`config.mk`:
```
export PLATFORM = sky130hd
export DESIGN_NAME = pulse_meter
export DESIGN_NICKNAME = d
export VERILOG_FILES = /design/src/rtl/pulse_meter.sv
export SDC_FILE = /design/constraint.sdc
export NUM_CORES = 1
export LEC_CHECK = 0
export ABC_AREA = 1
export CAP_MARGIN = 0
export CORE_AREA = 2 2 72 74
export CTS_CLUSTER_DIAMETER = 60
export DETAILED_ROUTE_END_ITERATION = 6
export DIE_AREA = 0 0 74 76
export DONT_BUFFER_PORTS = 1
export MAX_ROUTING_LAYER = met4
export PLACE_DENSITY = 0.52
export SYNTH_ARGS = -nofsm -noshare
export SYNTH_HDL_FRONTEND = slang
export SYNTH_SLANG_ARGS = --single-unit
```
`constraint.sdc`:
```
create_clock -name clk -period 1.55 [get_ports clk]
set_input_delay 0.31 -clock clk [delete_from_list [all_inputs] [get_ports clk]]
set_output_delay 0.31 -clock clk [all_outputs]
set_load 0.01 [all_outputs]
```
`src/rtl/pulse_meter.sv`:
```
// ----------------------------------------------------------------------------
// pulse_meter: measures consecutive high cycles of level_in, valid/ready result
// Revision: 1.0
// ----------------------------------------------------------------------------
`default_nettype none

module pulse_meter #(
  parameter int WIDTH = 16
) (
  input  logic             clk,
  input  logic             reset,
  input  logic             level_in,
  output logic [WIDTH-1:0] result,
  output logic             result_sat,
  output logic             result_valid,
  input  logic             result_ready,
  output logic             missed
);

  localparam logic [WIDTH-1:0] C_MAX_COUNT = {WIDTH{1'b1}};
  localparam logic [WIDTH-1:0] C_ONE       = {{(WIDTH-1){1'b0}}, 1'b1};

  typedef enum logic [1:0] {
    S_IDLE    = 2'd0,
    S_MEASURE = 2'd1,
    S_HOLD    = 2'd2
  } state_t;

  state_t           state_q, state_d;
  logic [WIDTH-1:0] count_q, count_d;
  logic             sat_q, sat_d;
  logic [WIDTH-1:0] result_q, result_d;
  logic             result_sat_q, result_sat_d;
  logic             valid_q, valid_d;
  logic             missed_q, missed_d;
  logic             prev_level_q;
  logic             w_rise;

  // prev_level resets high so a pulse already present at reset release is ignored
  assign w_rise = level_in && !prev_level_q;

  always_ff @(posedge clk) begin
    if (reset) begin
      state_q      <= S_IDLE;
      count_q      <= '0;
      sat_q        <= 1'b0;
      result_q     <= '0;
      result_sat_q <= 1'b0;
      valid_q      <= 1'b0;
      missed_q     <= 1'b0;
      prev_level_q <= 1'b1;
    end else begin
      state_q      <= state_d;
      count_q      <= count_d;
      sat_q        <= sat_d;
      result_q     <= result_d;
      result_sat_q <= result_sat_d;
      valid_q      <= valid_d;
      missed_q     <= missed_d;
      prev_level_q <= level_in;
    end
  end

  always_comb begin
    state_d      = state_q;
    count_d      = count_q;
    sat_d        = sat_q;
    result_d     = result_q;
    result_sat_d = result_sat_q;
    valid_d      = valid_q;
    missed_d     = missed_q;

    case (state_q)
      S_IDLE: begin
        if (w_rise) begin
          count_d = C_ONE;
          sat_d   = 1'b0;
          state_d = S_MEASURE;
        end
      end

      S_MEASURE: begin
        if (level_in) begin
          if (count_q == C_MAX_COUNT) begin
            sat_d = 1'b1;
          end else begin
            count_d = count_q + C_ONE;
          end
        end else begin
          result_d     = count_q;
          result_sat_d = sat_q;
          valid_d      = 1'b1;
          state_d      = S_HOLD;
        end
      end

      S_HOLD: begin
        if (valid_q && result_ready) begin
          valid_d = 1'b0;
          if (w_rise) begin
            count_d = C_ONE;
            sat_d   = 1'b0;
            state_d = S_MEASURE;
          end else begin
            state_d = S_IDLE;
          end
        end else if (w_rise) begin
          // Pulse is dropped; no edge will be seen again for it.
          missed_d = 1'b1;
        end
      end

      default: begin
        state_d = S_IDLE;
      end
    endcase
  end

  assign result       = result_q;
  assign result_sat   = result_sat_q;
  assign result_valid = valid_q;
  assign missed       = missed_q;

endmodule

`default_nettype wire

```
==> impl_metrics.env <==
export IMPL_start_util=0.3839
export IMPL_tightestPinTransition_ns=0.2250
export IMPL_post_place_ws_ns=-0.01219
export IMPL_end_kind="register"
export IMPL_fp_dieW_um=74
export IMPL_synth_top_cell_by_area="dfxtp_1"
export IMPL_clkTransAtPathRegs_ns=0.08
export IMPL_tns_ns=0
export IMPL_diodes=0
export IMPL_start_kind="register"
export IMPL_gp_congestion=0.9816
export IMPL_whs_path_depth=1
export IMPL_maxCapViolCount=0
export IMPL_maxSlewViolCount=0
export IMPL_io_buffers=0
export IMPL_h_tree_depth=2
export IMPL_grt_antenna_before_repair=0
export IMPL_grt_start_max_net_pins=33
export IMPL_avgSynthCellArea_sq_um=6.616
export IMPL_slew_headroom=0.8498
export IMPL_dp_hpwl_um=3492
export IMPL_layout_drive_gt1_share=0.1956
export IMPL_hold_buffers=0
export IMPL_mostFrequentLayoutCells="91 x nand2_1, 37 x dfxtp_1, 33 x buf_4"
export IMPL_synth_distinct_cells=27
export IMPL_p_per_area_nw_per_um2=927.9
export IMPL_clock_sinks=39
export IMPL_ys_warnings_count=0
export IMPL_fmax_mhz=682.3
export IMPL_drt_iter0_drc=83
export IMPL_grt_usage=0.1903
export IMPL_crit_type="register to register"
export IMPL_overflow=0
export IMPL_rsz0062_at_grt="true"
export IMPL_fin_util=0.4801
export IMPL_insertion_delay_ns=0.29
export IMPL_dieHeight_um=76
export IMPL_layout_commonest_cell="nand2_1"
export IMPL_ys_ff_latch=39
export IMPL_ff2ff_path_depth=10
export IMPL_netlist_area_sq_um=1886
export IMPL_cts_tree="built"
export IMPL_yosysSeqAreaShare=0.4141
export IMPL_vias=1824
export IMPL_final_cells=387
export IMPL_die_area_sq_um=5624
export IMPL_ir_worst_vdd_mv=0.3505
export IMPL_synthesis_instances=285
export IMPL_first_global_vias=1718
export IMPL_holdWs_ns=0.07716
export IMPL_cts_buffers=5
export IMPL_async_reset_ff_frac=0
export IMPL_p_leak_nw=0.9280
export IMPL_netlist_top_cells_area="dfxtp_1 41%, nand2_1 19%, a21oi_1 8.8%"
export IMPL_cts_root_buffer="clkbuf_8"
export IMPL_synth_fp_nets=290
export IMPL_row_count=26
export IMPL_fillers=486
export IMPL_synth_top_area_frac=0.4141
export IMPL_final_hold_viol_count=0
export IMPL_routedWlPerCell_um=12.58
export IMPL_place_inst=378
export IMPL_syn_to_final_growth_pct=25.08
export IMPL_setup_violations=0
export IMPL_dr_pass1_iters=4
export IMPL_period_minus_slack_ns=1.466
export IMPL_fin_nets=321
export IMPL_outcome="finished clean"
export IMPL_ios=23
export IMPL_wl_um=4869
export IMPL_core_sq_um=4912
export IMPL_setup_slack_ns=0.08434
export IMPL_cts_buffer_depth=2
export IMPL_ys_flop_type="dfxtp_1"
export IMPL_fin_crit_sh=0.9456
export IMPL_synth_edff_count=0
export IMPL_grt_first_pass_wirelength_um=8128
export IMPL_crit_fanout=5
export IMPL_route_detailed_drc=0
export IMPL_finalClockSkew_ns=0.004274
export IMPL_hold_path_class="primary input to register"
export IMPL_ant_nets=0
export IMPL_crit_arrival_ns=1.71
export IMPL_critPathRequiredTime_ns=1.79
export IMPL_via_per_inst=4.713
registers in the layout, indices dropped and copies added (netlist names):
register / flops
count_q: 16
missed: 1
prev_level_q: 1
result: 16
result_sat: 1
result_valid: 1
sat_q: 1
state_q: 2
report_power, final:
part	leakage [nW]	internal (mW)	total [mW]	switching, mW
combinational	0.548	0.0556	0.150	0.0944
clock	0.0644	0.642	1.02	0.375
sequential	0.316	1.01	1.02	0.00928
total	0.928	1.71	2.19	0.479
kinds of logic (layout without fill, tap and decap cells):
family,after synthesis,count (layout),share of synthesized area
xor+xnor,3,3,0.01394
flops,39,39,0.4141
buf+inv,35,67,0.07697
simple gates,168,168,0.3789
fa+ha+maj,1,1,0.006635
compound gates,39,39,0.1095
cell type report:
class | instances | area [sq um] | area share
clock inverters | 3 | 67.56 | 0.02865
multi-input cells | 211 | 1006 | 0.4265
repair buffers | 33 | 247.7 | 0.1050
inverters | 26 | 97.59 | 0.04138
clock buffers | 5 | 68.82 | 0.02918
flip-flops and latches | 39 | 783.3 | 0.3321
well taps | 70 | 87.58 | 0.03714
critical path, stage by stage (launching register included):
cell	delay [ns]
dfxtp_2	0.36
ha_4	0.14
nand2_2	0.07
nor2_4	0.13
nand2_2	0.08
nor2_4	0.16
nor2_1	0.08
buf_4	0.15
a21oi_1	0.13
nand2_1	0.07
inv_1	0.05
repair_timing:
action,CTS,global route
endpoints found under the setup margin,12,16
cloned,0,0
hold endpoints to repair,0,0
pin swaps,0,6
setup buffers,0,1
resized for setup,1,14
metrics by stage:
step / cell area, sq um / total power, mW
2_1_floorplan: 1886 / 1.140
3_3_place_gp: 2166 / 1.185
3_5_place_dp: 2166 / 1.186
4_1_cts: 2307 / 2.219
5_1_grt: 2359 / 2.282
6_report: 2359 / 2.188
synthesized netlist by cell type, drive strengths merged (2+ instances only):
cell,n
nand3,29
nand2,97
dfxtp,39
buf,4
nand3b,2
clkbuf,5
a21oi,33
nor2,35
nand4,2
xnor2,3
inv,26
o21ai,3
worst paths after layout:
kind	end	startpoint	slack [ns]
max	count_q[9]$_SDFFE_PP0P_	count_q[1]$_SDFFE_PP0P_	0.08
min	count_q[1]$_SDFFE_PP0P_	reset	0.08
max reg2reg	count_q[9]$_SDFFE_PP0P_	count_q[1]$_SDFFE_PP0P_	0.08
min reg2reg	result[0]$_SDFFE_PP0P_	result[0]$_SDFFE_PP0P_	0.50
per-layer routing:
layer,part of all wire,GRT usage,up-vias
li1,-,-,968
met1,0.49,0.2510,817
met2,0.46,0.2893,33
met3,0.038,0.04630,6
met4,0.011,0.05273,0
met5,0,-,-
Note: power is estimated with default switching activity, not from simulation.
